--- src/rtl/mem_port_arbiter_if.sv ---
// Requester and memory-side bundle for mem_port_arbiter.
// The slave modport is the arbiter's view; master is the environment's view.
interface mem_port_arbiter_if #(
  parameter int NREQ = 2
);
  logic [NREQ-1:0]        req;
  logic [NREQ-1:0]        req_we;
  logic [NREQ-1:0][31:0]  req_addr;
  logic [NREQ-1:0][31:0]  req_wdata;
  logic [NREQ-1:0]        gnt;
  logic [NREQ-1:0]        rsp_valid;
  logic [31:0]            rsp_data;
  logic [31:0]            mem_raddr;
  logic [31:0]            mem_rdata;
  logic                   mem_wen;
  logic [31:0]            mem_waddr;
  logic [31:0]            mem_wdata;

  modport slave (
    input  req, req_we, req_addr, req_wdata, mem_rdata,
    output gnt, rsp_valid, rsp_data, mem_raddr, mem_wen, mem_waddr, mem_wdata
  );

  modport master (
    output req, req_we, req_addr, req_wdata, mem_rdata,
    input  gnt, rsp_valid, rsp_data, mem_raddr, mem_wen, mem_waddr, mem_wdata
  );
endinterface

--- src/rtl/mem_port_arbiter.sv ---
// Round-robin arbiter with bounded bursts sharing the memory's second read port
// and write port among NREQ requesters. Read data returns RD_LAT cycles after
// the grant and is steered back to its issuer by a tag shift register.
module mem_port_arbiter #(
  parameter int NREQ      = 2,
  parameter int RD_LAT    = 2,
  parameter int MAX_BURST = 4
) (
  input  logic              clk,
  input  logic              rst_n,
  mem_port_arbiter_if.slave bus
);
  localparam int IW     = (NREQ > 1) ? $clog2(NREQ) : 1;
  // burst_cnt only needs to reach MAX_BURST-1; it saturates there so a lone
  // requester streaming for a long time cannot wrap and starve the others.
  localparam int BW     = (MAX_BURST > 1) ? $clog2(MAX_BURST) : 1;
  localparam int STAGES = RD_LAT - 1;

  logic [IW-1:0] rr_ptr;
  logic [IW-1:0] owner;
  logic          owner_vld;
  logic [BW-1:0] burst_cnt;

  logic          gnt_any;
  logic [IW-1:0] gidx;
  logic          gnt_rd;

  logic [STAGES:0]         vld_pipe;
  logic [STAGES:0][IW-1:0] tag_pipe;

  // Pick the grantee: continue the owner's burst if allowed, else round-robin scan
  always_comb begin
    int idx;
    idx     = 0;
    gnt_any = 1'b0;
    gidx    = '0;
    if (owner_vld && bus.req[owner] && (int'(burst_cnt) < MAX_BURST - 1)) begin
      gnt_any = 1'b1;
      gidx    = owner;
    end else begin
      for (int k = 1; k <= NREQ; k++) begin
        idx = (int'(rr_ptr) + k) % NREQ;
        if (!gnt_any && bus.req[idx]) begin
          gnt_any = 1'b1;
          gidx    = IW'(idx);
        end
      end
    end
  end

  // Drive grant and memory ports from the grantee; handshakes are masked in reset
  always_comb begin
    bus.gnt       = '0;
    bus.mem_raddr = '0;
    bus.mem_waddr = '0;
    bus.mem_wdata = '0;
    bus.mem_wen   = 1'b0;
    gnt_rd        = 1'b0;
    if (gnt_any) begin
      bus.mem_raddr = bus.req_addr[gidx];
      bus.mem_waddr = bus.req_addr[gidx];
      bus.mem_wdata = bus.req_wdata[gidx];
      gnt_rd        = ~bus.req_we[gidx];
      if (rst_n) begin
        bus.gnt[gidx] = 1'b1;
        bus.mem_wen   = bus.req_we[gidx];
      end
    end
  end

  // Grant state: rr pointer, burst owner and its consecutive-grant count
  always_ff @(posedge clk or negedge rst_n) begin
    if (!rst_n) begin
      rr_ptr    <= IW'(NREQ - 1);
      owner     <= '0;
      owner_vld <= 1'b0;
      burst_cnt <= '0;
    end else if (gnt_any) begin
      rr_ptr    <= gidx;
      owner     <= gidx;
      owner_vld <= 1'b1;
      if (owner_vld && (gidx == owner))
        burst_cnt <= (burst_cnt == BW'(MAX_BURST - 1)) ? burst_cnt : burst_cnt + 1'b1;
      else
        burst_cnt <= '0;
    end else begin
      owner_vld <= 1'b0;
      burst_cnt <= '0;
    end
  end

  // Tag pipe: one entry per cycle, valid only for granted reads
  always_ff @(posedge clk or negedge rst_n) begin
    if (!rst_n) begin
      vld_pipe <= '0;
      tag_pipe <= '0;
    end else begin
      vld_pipe[0] <= gnt_any & gnt_rd;
      tag_pipe[0] <= gidx;
      for (int s = 1; s <= STAGES; s++) begin
        vld_pipe[s] <= vld_pipe[s-1];
        tag_pipe[s] <= tag_pipe[s-1];
      end
    end
  end

  // Steer returning read data to the issuer recorded RD_LAT cycles ago
  always_comb begin
    bus.rsp_valid = '0;
    bus.rsp_data  = bus.mem_rdata;
    if (vld_pipe[STAGES] && rst_n)
      bus.rsp_valid[tag_pipe[STAGES]] = 1'b1;
  end
endmodule

--- src/flat_wrapper.sv ---
// flat-port wrapper written by rule: the top's interface ports become plain ports
module mem_port_arbiter_flat 
#(
  parameter int NREQ      = 2,
  parameter int RD_LAT    = 2,
  parameter int MAX_BURST = 4
)
  (clk, rst_n, bus_req, bus_req_we, bus_req_addr, bus_req_wdata, bus_mem_rdata, bus_gnt, bus_rsp_valid, bus_rsp_data, bus_mem_raddr, bus_mem_wen, bus_mem_waddr, bus_mem_wdata);
  mem_port_arbiter_if #(.NREQ(NREQ)) bus_i ();
  input  logic clk;
  input  logic rst_n;
  input wire logic [$bits(bus_i.req)-1:0] bus_req;
  input wire logic [$bits(bus_i.req_we)-1:0] bus_req_we;
  input wire logic [$bits(bus_i.req_addr)-1:0] bus_req_addr;
  input wire logic [$bits(bus_i.req_wdata)-1:0] bus_req_wdata;
  input wire logic [$bits(bus_i.mem_rdata)-1:0] bus_mem_rdata;
  output wire logic [$bits(bus_i.gnt)-1:0] bus_gnt;
  output wire logic [$bits(bus_i.rsp_valid)-1:0] bus_rsp_valid;
  output wire logic [$bits(bus_i.rsp_data)-1:0] bus_rsp_data;
  output wire logic [$bits(bus_i.mem_raddr)-1:0] bus_mem_raddr;
  output wire logic [$bits(bus_i.mem_wen)-1:0] bus_mem_wen;
  output wire logic [$bits(bus_i.mem_waddr)-1:0] bus_mem_waddr;
  output wire logic [$bits(bus_i.mem_wdata)-1:0] bus_mem_wdata;
  assign bus_i.req = bus_req;
  assign bus_i.req_we = bus_req_we;
  assign bus_i.req_addr = bus_req_addr;
  assign bus_i.req_wdata = bus_req_wdata;
  assign bus_i.mem_rdata = bus_mem_rdata;
  assign bus_gnt = bus_i.gnt;
  assign bus_rsp_valid = bus_i.rsp_valid;
  assign bus_rsp_data = bus_i.rsp_data;
  assign bus_mem_raddr = bus_i.mem_raddr;
  assign bus_mem_wen = bus_i.mem_wen;
  assign bus_mem_waddr = bus_i.mem_waddr;
  assign bus_mem_wdata = bus_i.mem_wdata;
  mem_port_arbiter #(.NREQ(NREQ), .RD_LAT(RD_LAT), .MAX_BURST(MAX_BURST)) u_core (.clk(clk), .rst_n(rst_n), .bus(bus_i));
endmodule
--- config.mk ---
export PLATFORM = sky130hd
export DESIGN_NAME = mem_port_arbiter_flat
export DESIGN_NICKNAME = d
export VERILOG_FILES = /design/src/rtl/mem_port_arbiter_if.sv /design/src/rtl/mem_port_arbiter.sv /design/src/flat_wrapper.sv
export SDC_FILE = /design/constraint.sdc
export NUM_CORES = 1
export LEC_CHECK = 0
export BUFFER_PORTS_ARGS = -buffer_cell sky130_fd_sc_hd__buf_2
export CORE_AREA = 2 2 115 117
export CTS_BUF_LIST = sky130_fd_sc_hd__clkbuf_4
export CTS_CLUSTER_SIZE = 20
export DETAILED_ROUTE_END_ITERATION = 6
export DIE_AREA = 0 0 117 119
export SYNTH_ARGS = -nofsm -noshare
export SYNTH_HDL_FRONTEND = slang
export SYNTH_SLANG_ARGS = --single-unit
--- constraint.sdc ---
create_clock -name clk -period 1.8 [get_ports clk]
set_input_delay 0.36 -clock clk [delete_from_list [all_inputs] [get_ports clk]]
set_output_delay 0.36 -clock clk [all_outputs]
set_load 0.03 [all_outputs]
* Word-level counts from Yosys, hierarchy flattened
Cells that the tools add are included.
Storage, ports and cells: memory bits (read-only) 0, output and inout port bits 133, bits in latches 0, input bits 166, bits in registers 9, word-level logic and storage cells 70, memory bits (writable) 0, memories 0
Cells by class: muxes and demuxes 37, add/sub/neg operators 3, $mul 0, eq/ne operators 3, $lt $le $gt $ge 8, bitwise operators 4, reductions and logical operators 8, divide/modulo/power cells 0, shifts and indexed selects 0
Operators by type and width (count):
- 32-bit 2-to-1 mux | 6
- 1-bit 2-to-1 mux | 23
- 2-bit 2-to-1 mux | 6
- 1-bit logical AND | 7
- 1-bit by 2-bit less-than comparator with 1-bit output (second input constant) | 3
- 2-bit by 3-bit less-than comparator with 1-bit output (second input constant) | 2
- 3-bit inequality test (second input constant) | 1
- 1-bit adder (second input constant) | 2
- 2-bit by 1-bit adder with 2-bit output (second input constant) | 1
- 1-bit AND (first input constant) | 2
- 1-bit demux with 1-bit select | 2
- 2-bit equality test (second input constant) | 1
- 1-bit >= comparator (second input constant) | 2
- 2-bit less-than comparator (second input constant) | 1
- 1-bit AND | 1
- 1-bit equality test | 1
- 1-bit logical NOT | 1
- 1-bit NOT | 1

* Depth between registers and ports, before layout
Gate-level depths: netlist of the first run.
depth after elaboration 17, depth in mapped cells 7

* Least setup slack after synthesis of the first run
OpenSTA, ideal clock, no wires.
kind reg-to-output, from reg u_core.burst_cnt[0], to out bus_mem_waddr[15], data arrival time 1917 ps, slack -477 ps, cell stages (with the launch flop) 8, cell sequence dfrtp_1 > ha_1 > nor2b_1 > o311a_1 > buf_2 > clkbuf_1 > a22o_1 > buf_4
Between the ends: cells in the longest elaborated chain, start to end 6
Ends and longest elaborated chain:
- start, declared | RTL line mem_port_arbiter.sv:22 | logic [BW-1:0] burst_cnt;
- start signal, assigned | RTL line mem_port_arbiter.sv:83 | burst_cnt <= (burst_cnt == BW'(MAX_BURST - 1)) ? burst_cnt : burst_cnt + 1'b1;
- 2-bit less-than comparator (*) | RTL line mem_port_arbiter.sv:37 | if (owner_vld && bus.req[owner] && (int'(burst_cnt) < MAX_BURST - 1)) begin
- 1-bit logical AND (*) | RTL line mem_port_arbiter.sv:37
- 1-bit 2-to-1 mux | RTL line mem_port_arbiter.sv:37
- 32-bit 2-to-1 mux (2 in series)
- 32-bit 2-to-1 mux (*)
- end, declared | RTL line flat_wrapper.sv:22 | output wire logic [$bits(bus_i.mem_waddr)-1:0] bus_mem_waddr;
Mark *: on every way between the ends. The rest lies on a longest branch, timed or not. The select of a mux whose other input is x is not followed.

* Worst setup path in the final report of the first run
from reg u_core.burst_cnt[0], to out bus_mem_wdata[5]
Between the ends: cells in the longest elaborated chain, start to end 6
Ends and longest elaborated chain:
- 2-bit less-than comparator (*) | RTL line mem_port_arbiter.sv:37
- 1-bit logical AND (*) | RTL line mem_port_arbiter.sv:37
- 1-bit 2-to-1 mux | RTL line mem_port_arbiter.sv:37
- 32-bit 2-to-1 mux (not written as such) (2 in series) | RTL line mem_port_arbiter.sv:62 | bus.mem_wdata = bus.req_wdata[gidx];
- 32-bit 2-to-1 mux (*) | RTL line mem_port_arbiter.sv:59 | if (gnt_any) begin
- end, declared | RTL line flat_wrapper.sv:23 | output wire logic [$bits(bus_i.mem_wdata)-1:0] bus_mem_wdata;
Marks and branches as above.

==> results.md, run 1 <==
Routing:
- Dividing the detail-routed wire length by the instance count gives 13.9 µm.
- The remaining antenna violation count is 0.
- The post-route DRC violation count is 0.
- Detailed routing inserted a total of 2,147 vias.
- After detailed routing, the number of vias per cell comes to 3.95.
- The first detailed-routing pass took 3 iterations.
- The wire length after detailed routing is 7.56 mm.
- In this run, the number of DRC markers left after iteration 0 of detailed routing was 30.

Die:
- The top-level I/O count is 299.
- The placeable core area is 12,900 µm².
- The die is 119 µm tall.
- The cell row count is 42.
- The die area is 13,900 µm².
- Once the floorplan was initialized, standard cells occupied 12.1% of the core.
- The die outline width is 117 µm.

Yosys:
- The biggest area contributor in the post-synthesis netlist is sky130_fd_sc_hd__a22o_1.
- The top cell type's share of synthesized area is 36.5%.
- The number of nets in the synthesized netlist is 351.
- Yosys printed 0 warnings.
- After synthesis, the cell types taking the most area are sky130_fd_sc_hd__a22o_1 (37%), sky130_fd_sc_hd__buf_4 (31%), sky130_fd_sc_hd__dfrtp_1 (13%).
- The share of flip-flops with an asynchronous set or reset is 100%.
- Yosys mapped a number of flops with a built-in enable equal to 0.
- The synthesized netlist occupies a cell area of 1560 µm².
- Among all flip-flop cells after synthesis, the most frequent one is sky130_fd_sc_hd__dfrtp_1.
- The share of synthesized area occupied by flip-flops and latches is 14.5%.
- After technology mapping, the gate count stands at 184.
- Yosys mapped the design onto 29 distinct sky130hd cell types.
- Synthesis inferred 9 register bits.
- Dividing the synthesized area by the synthesized cell count gives 8.47 µm².

Timing:
- Setup slack on the critical path of the routed design comes to -0.486 ns.
- The clock arrives with 0.00326 ns of skew.
- The worst path in the final design needs a cycle of 2.29 ns, including I/O delays and setup.
- After layout, the worst path uses 127% of the clock period.
- The number of max-slew violations in the final report is 0.
- The number of hold-slack violations in the final timing report came to 0.
- The setup TNS is -44.56 ns.
- The number of setup violations in the final report is 99.
- Setup repair after global routing could not meet its margin everywhere.
- The relative slew slack is 83.2%.
- The slew at the pin with the worst max-slew slack is 0.250 ns.
- For this run, the top clock speed supported by timing is 437 MHz.

Global route:
- The number of antenna violations at the first check in global routing was 1.
- The number of global-route vias before repair is 2,063.
- Entering global routing, the biggest net connects 37 pins.
- The wire length of the first global-routing pass is 9.74 mm.
- The global routing usage summed across all routing layers is 8.50%.
- The overall overflow remaining after global route is 0.

Clock tree:
- After clock tree synthesis, the clock-pin slew on the worst setup and hold paths is 0.06 ns.
- The number of buffers added by the clock tree synthesis step is 3.
- No sink is reached through more buffers than the 2 on the longest clock path.
- The clock root buffer is sky130_fd_sc_hd__clkbuf_4.
- CTS built an H-tree with a depth of 1.
- The clock insertion delay at the later pin of the skew report is 0.26 ns.
- The TritonCTS clock tree is yes.
- The TritonCTS sink count is 9.

Critical path:
- The critical path's top delay family is compound AO/OA/AOI/OAI gates.
- On the critical path, the stage with the largest delay is an instance of sky130_fd_sc_hd__dfrtp_1.
- The worst setup path is of the flop to output pin kind.
- Of all nets on the critical path, the largest fanout is 13.
- In this design, the stage delay of the slowest critical-path cell is 0.41 ns.
- The type of element capturing the critical path is an output pin.
- STA classifies the critical path startpoint as a flop.
- Data arrives at the worst endpoint at 1.93 ns.
- The signal on the critical path passes through ha_4 > nand4bb_4 > o211a_4 > clkbuf_16 > a22o_4 > buf_6.
- The number of buffers and inverters on the critical path is 2.
- The critical path data required time is 1.44 ns.

Finish:
- Leaving out fill and tap cells, the most frequent cells in the layout are sky130_fd_sc_hd__buf_2 (142), sky130_fd_sc_hd__buf_6 (93), sky130_fd_sc_hd__a22o_4 (63), sky130_fd_sc_hd__buf_4 (12), sky130_fd_sc_hd__dfrtp_1 (8).
- The combined flip-flop and latch cell area is 226 µm².
- The layout has 1,277 filler cells.
- The layout overhead on the synthesized area is 152%.
- Summing all multi-input logic gate instances after layout gives 1390 µm².
- At the end of the flow, the number of nets in the layout was 534.
- The share of the core filled with cells in the final layout is 30.5%.
- Of the cells placed in the final design, the portion with a size suffix greater than 1 is 92.1%.
- The most common library cell in the layout ignoring fill and taps is sky130_fd_sc_hd__buf_2.

Place:
- Routability-driven placement finished with a final weighted congestion of 0.758.
- The count of buffers inserted at the top-level ports is 234.
- Detailed placement ended at an HPWL of 5.48 mm.

Power and ir drop:
- IR analysis of the VDD net gives a maximum drop of 0.000271 V.
- Power spread over the standard cell area amounts to 671 nW/µm².
- Summed over all cells, the static leakage comes to 2.04 nW.

Outcome:
- The checks that failed: negative setup slack.
- The run finished, with violations left.

Run:
- Across the run, the number of max-cap violations was 0.

Hold path:
- The worst hold path belongs to the class input port to async pin.
==> cells in the mapped netlist (all sizes together), types with 2 or more instances <==
master  count
buf        74
clkbuf      5
inv         3
and2        3
a22o       65
nor2        5
dfrtp       8
nand2       2
nor3        2
==> power breakdown <==
group          total (mW)  switching, mW  internal (mW)
registers           0.260         0.0250          0.235
logic                2.20           1.12           1.09
clock network       0.174         0.0729          0.101
total                2.64           1.21           1.42
==> area by class of cell <==
type | instances | area share (%)
Multi-Input combinational cell | 94 | 35.4
Inverter | 3 | 0.287
Timing Repair Buffer | 256 | 52.1
Tap cell | 176 | 5.60
Antenna cell | 1 | 0.0637
Clock buffer | 4 | 0.764
Sequential cell | 9 | 5.76
==> through the flow <==
stage	hold slack (ns)	instances	total power [mW]	instance area (µm²)	setup WS (ns)
6_report	0.111	543	2.64	3930	-0.486
3_5_place_dp	0.339	531	1.99	3130	-0.226
4_1_cts	0.115	535	2.46	3620	-0.490
3_3_place_gp	0.338	531	1.97	3130	-0.185
5_1_grt	0.130	542	2.76	3930	-0.533
2_1_floorplan	0.0644	184	1.81	2310	-0.146
==> kinds of logic after synthesis <==
| family | after synthesis | synth area share, % |
|---|---|---|
| adder cells (fa/ha/maj) | 1 | 0.802 |
| AND/OR/NAND/NOR | 20 | 7.30 |
| AO/OA/AOI/OAI | 70 | 39.4 |
| XOR/XNOR | 1 | 0.562 |
| buffers and inverters | 82 | 36.8 |
| multiplexers | 1 | 0.642 |
| flip-flops | 9 | 14.5 |
==> state kept, by name, summed over array words and instances, names as in the netlist <==
name              cells
u_core.burst_cnt      2
u_core.tag_pipe       2
u_core.vld_pipe       2
u_core.owner          1
u_core.owner_vld      1
u_core.rr_ptr         1
==> routing by layer <==
metal | GRT usage [%] | vias to the layer above | part of all wire (%)
li1 | - | 1003 | -
met1 | 9.17 | 992 | 37
met2 | 16.7 | 146 | 53
met3 | 1.83 | 6 | 9.1
met4 | 1.40 | 0 | 0.54
met5 | 0 | - | 0
==> worst paths after layout <==
kind,from,endpoint,slack [ns],cells past startpoint
worst min-delay path,rst_n,u_core.tag_pipe[1],0.11,2
worst max-delay path,u_core.burst_cnt[0],bus_mem_wdata[5],-0.49,6
worst max register to register,u_core.burst_cnt[0],u_core.vld_pipe[0],0.15,6
max in group asynchronous,rst_n,u_core.rr_ptr,1.47,2
worst min register to register,u_core.vld_pipe[0],u_core.vld_pipe[1],0.35,0
min in group clk,u_core.vld_pipe[0],u_core.vld_pipe[1],0.35,0
==> what timing repair did <==
item / CTS / global route
hold buffers: 0 / 0
pin swaps: 0 / 34
resized for setup: 147 / 68
gates cloned: 0 / 5
setup endpoints to repair: 99 / 99
buffers inserted: 0 / 2
(Power assumes the default switching activity.)
==> inputs of run 2 (changes only) <==
--- a/config.mk
+++ b/config.mk
@@ -11,6 +11,7 @@
 export CTS_CLUSTER_SIZE = 20
 export DETAILED_ROUTE_END_ITERATION = 6
 export DIE_AREA = 0 0 117 119
+export SETUP_SLACK_MARGIN = 0.3
 export SYNTH_ARGS = -nofsm -noshare
 export SYNTH_HDL_FRONTEND = slang
 export SYNTH_SLANG_ARGS = --single-unit
==> run 2 against run 1 <==
  * The run still ends with negative setup slack left
  * Critical path depth did not move
  * Count of clock-buffer cells in the layout did not move
  * First-iteration DRC count rose by 57%
  * Core utilization rose by 1.4 points
  * Non-clock buffer count rose by 7
  * Combinational power rose by 6%
  * Sequential power barely moved
  * Wire length rose by 24%
  * Final cell count rose by 1.1%
  * Maximum frequency fell by 0.92%
  * Largest cell class unchanged
  * Largest power group unchanged
  * Highest routed layer unchanged
==> results.md, run 2 (synthesis gave the netlist of run 1 again) <==
Power and ir drop:
- The worst-case vdd ir drop came to 0.000329 V (was 0.000271 V).
- The static leakage power is 2.12 nW (was 2.04 nW).
- The power density over the cells is 675 nW/µm² (was 671 nW/µm²).

Clock tree:
- The number of buffers added by the clock tree synthesis step is 3 (unchanged).
- The clock input transition at the sequential cells of the worst setup and hold paths came to 0.06 ns (about the same).
- The H-tree depth was 1 (unchanged).
- The clock insertion delay at the later pin of the skew report is 0.26 ns (about the same).
- The clock root buffer was sky130_fd_sc_hd__clkbuf_4 (unchanged).
- The TritonCTS sink count is 9 (unchanged).
- The TritonCTS clock tree is yes (unchanged).
- The largest buffer count on any clock path is 2 (unchanged).

Timing:
- The final worst-path setup slack was -0.507 ns (was -0.486 ns).
- The slew at the pin with the worst max-slew slack is 0.373 ns (was 0.250 ns).
- Unrepaired setup endpoints after global routing: yes (unchanged).
- The peak clock frequency supported by timing is 433 MHz (was 437 MHz).
- The relative slew slack is 75.0% (was 83.2%).
- The ratio of final minimum period to clock period was 128% (was 127%).
- The number of setup violations in the final report is 99 (unchanged).
- The number of hold-slack violations in the final timing report is 0 (unchanged).
- The final critical-path required period is 2.31 ns (was 2.29 ns).
- The setup TNS came to -46.51 ns (was -44.56 ns).
- The final setup skew is 0.00847 ns (was 0.00326 ns).
- The number of max-slew violations in the final report is 0 (unchanged).

Die:
- The die area is 13,900 µm² (unchanged).
- The top-level I/O count is 299 (unchanged).
- The placeable core area is 12,900 µm² (unchanged).
- The cell row count is 42 (unchanged).
- The effective utilization at floorplan was 12.1% (unchanged).
- The die outline width came to 117 µm (unchanged).
- The die height is 119 µm (unchanged).

Finish:
- The count of inserted antenna diode cells is 0 (was 1).
- The layout overhead on the synthesized area is 164% (was 152%).
- The total number of nets in the final design is 541 (was 534).
- The post-layout instance count excluding filler cells is 549 (was 543).
- Most frequent cells in the layout: sky130_fd_sc_hd__buf_2 (137), sky130_fd_sc_hd__buf_6 (98), sky130_fd_sc_hd__a22o_4 (63), sky130_fd_sc_hd__buf_4 (14), sky130_fd_sc_hd__dfrtp_1 (7) (was sky130_fd_sc_hd__buf_2 (142), sky130_fd_sc_hd__buf_6 (93), sky130_fd_sc_hd__a22o_4 (63), sky130_fd_sc_hd__buf_4 (12), sky130_fd_sc_hd__dfrtp_1 (8)).
- The share of the core filled with cells in the final layout came to 31.9% (was 30.5%).
- Registers with the most flip-flops: u_core.burst_cnt x2, u_core.tag_pipe x2, u_core.vld_pipe x2 (unchanged).
- The number of filler cells placed in the layout is 1,294 (was 1,277).
- The proportion of layout cells with a drive suffix above 1 came to 92.8% (was 92.1%).
- The most common library cell in the layout ignoring fill and taps is sky130_fd_sc_hd__buf_2 (unchanged).

Place:
- The count of buffers inserted at the top-level ports came to 234 (unchanged).
- The total instance count after detailed placement is 528 (was 531).
- The final RePlAce weighted congestion is 0.691 (was 0.758).
- The sum of net half-perimeters after detailed placement was 5.96 mm (was 5.48 mm).
- The worst-case setup slack after placement is -0.236 ns (was -0.226 ns).

Critical path:
- The critical path data required time is 1.44 ns (about the same).
- The highest net fanout along the worst path is 19 (was 13).
- Crit-path cells: ha_4 > nor2b_4 > o311a_4 > buf_16 > a22o_4 > buf_2 (was ha_4 > nand4bb_4 > o211a_4 > clkbuf_16 > a22o_4 > buf_6).
- The biggest cell delay along the critical path is 0.44 ns (was 0.41 ns).
- The slowest stage cell on the critical path is sky130_fd_sc_hd__o311a_4 (was sky130_fd_sc_hd__dfrtp_1).
- The startpoint-to-endpoint class of the critical path is flop to output pin (unchanged).
- The critical path launch point type is a flop (unchanged).
- The type of element capturing the critical path is an output pin (unchanged).
- The arrival time reported for the critical path endpoint is 1.95 ns (was 1.93 ns).

Routing:
- The post-route DRC violation count is 0 (unchanged).
- The per-cell routed wire length is 17.0 µm (was 13.9 µm).
- The remaining antenna violation count is 0 (unchanged).
- The number of DRC violations after detailed-routing iteration 0 is 47 (was 30).
- The wire length after detailed routing is 9.35 mm (was 7.56 mm).
- The via count is 2,206 (was 2,147).
- The average vias per placed instance is 4.02 (was 3.95).
- The length of the first detailed-routing pass in iterations is 4 (was 3).

Global route:
- The wire length of the first global-routing pass is 11.6 mm (was 9.74 mm).
- The number of antenna violations at the first check in global routing is 0 (was 1).
- The number of global-route vias before repair is 2,323 (was 2,063).
- The largest net degree at the start of global routing is 37 (unchanged).
- The global routing usage summed across all routing layers was 10.6% (was 8.50%).
- The overall overflow remaining after global route is 0 (unchanged).

Hold path:
- The classification of the worst-slack hold path is input port to async pin (unchanged).

Outcome:
- Result of the run: complete, but fails checks (unchanged).
- Failing checks: negative setup slack (unchanged).

Run:
- The count of maximum capacitance violations is 0 (unchanged).
run 2: changes by cell type in the layout (fill, tap and decap cells not counted), moves of 2 or more:
cell                        before  now
sky130_fd_sc_hd__buf_16          2    4
sky130_fd_sc_hd__buf_2         142  137
sky130_fd_sc_hd__buf_4          12   14
sky130_fd_sc_hd__buf_6          93   98
sky130_fd_sc_hd__buf_8           2    0
sky130_fd_sc_hd__clkbuf_16       3    6
sky130_fd_sc_hd__nor2_1          5    3
sky130_fd_sc_hd__nor2_2          0    2
run 2: layer usage:
layer  wire, µm  vias to the layer above  part of all wire [%]  global-route usage [%]
met3        678                       10                   7.3                   0.916
met2       5060                      148                    54                    20.4
li1           -                     1018                     -                       -
met4        100                        0                   1.1                    2.35
met5          0                        -                     0                       0
met1       3520                     1030                    38                    12.3
run 2: cell type report:
cell class	count	area (µm²)	share of cell area, %
multi-input combinational	94	1400	34.0
tap	176	220	5.36
clock buffer	4	30.0	0.731
timing repair buffer	263	2220	54.1
sequential	9	228	5.54
inverter	3	11.3	0.274
run 2: repair_timing:
item / CTS / global route
setup buffers: 0 / 3
resized for setup: 183 / 27
hold endpoints to repair: 8 / 0
endpoints found under the setup margin: 102 / 104
pin swaps: 1 / 28
gates cloned: 2 / 11
hold buffers: 1 / 0
run 2: per-stage QoR:
stage | area (µm²) | hold WS (ns) | power, mW
floorplan | 2310 | 0.0644 | 1.81
global placement | 3110 | 0.253 | 1.97
detailed placement | 3110 | 0.261 | 1.99
CTS | 3770 | 0.112 | 2.56
global route | 4110 | 0.116 | 2.90
finish | 4110 | 0.103 | 2.78
run 2: path summary, 6_finish.rpt:
check / slack (ns) / depth (start not counted) / endpoint / startpoint
worst max register to register: 0.09 / 6 / u_core.vld_pipe[0] / u_core.burst_cnt[0]
worst max-delay path: -0.51 / 6 / bus_mem_waddr[30] / u_core.burst_cnt[0]
min in group clk: 0.35 / 0 / u_core.tag_pipe[1] / u_core.tag_pipe[0]
worst min-delay path: 0.10 / 1 / u_core.rr_ptr / rst_n
worst min register to register: 0.35 / 0 / u_core.tag_pipe[1] / u_core.tag_pipe[0]
max in group asynchronous: 0.87 / 2 / u_core.owner_vld / rst_n
run 2: worst max-delay path, delay by kind of cell, from the launching register on:
kind	cells	cell delay, ns
buffers and inverters	2	0.37
adders and majority gates	1	0.18
DFF	1	0.40
and+or+nand+nor	1	0.05
AOI/OAI and AO/OA	2	0.67
run 2: where the power goes:
part	switching, mW	leakage (nW)	internal, mW
Clock	0.0699	0.0184	0.100
Combinational	1.17	1.99	1.17
Sequential	0.0256	0.108	0.235
Total	1.27	2.12	1.51
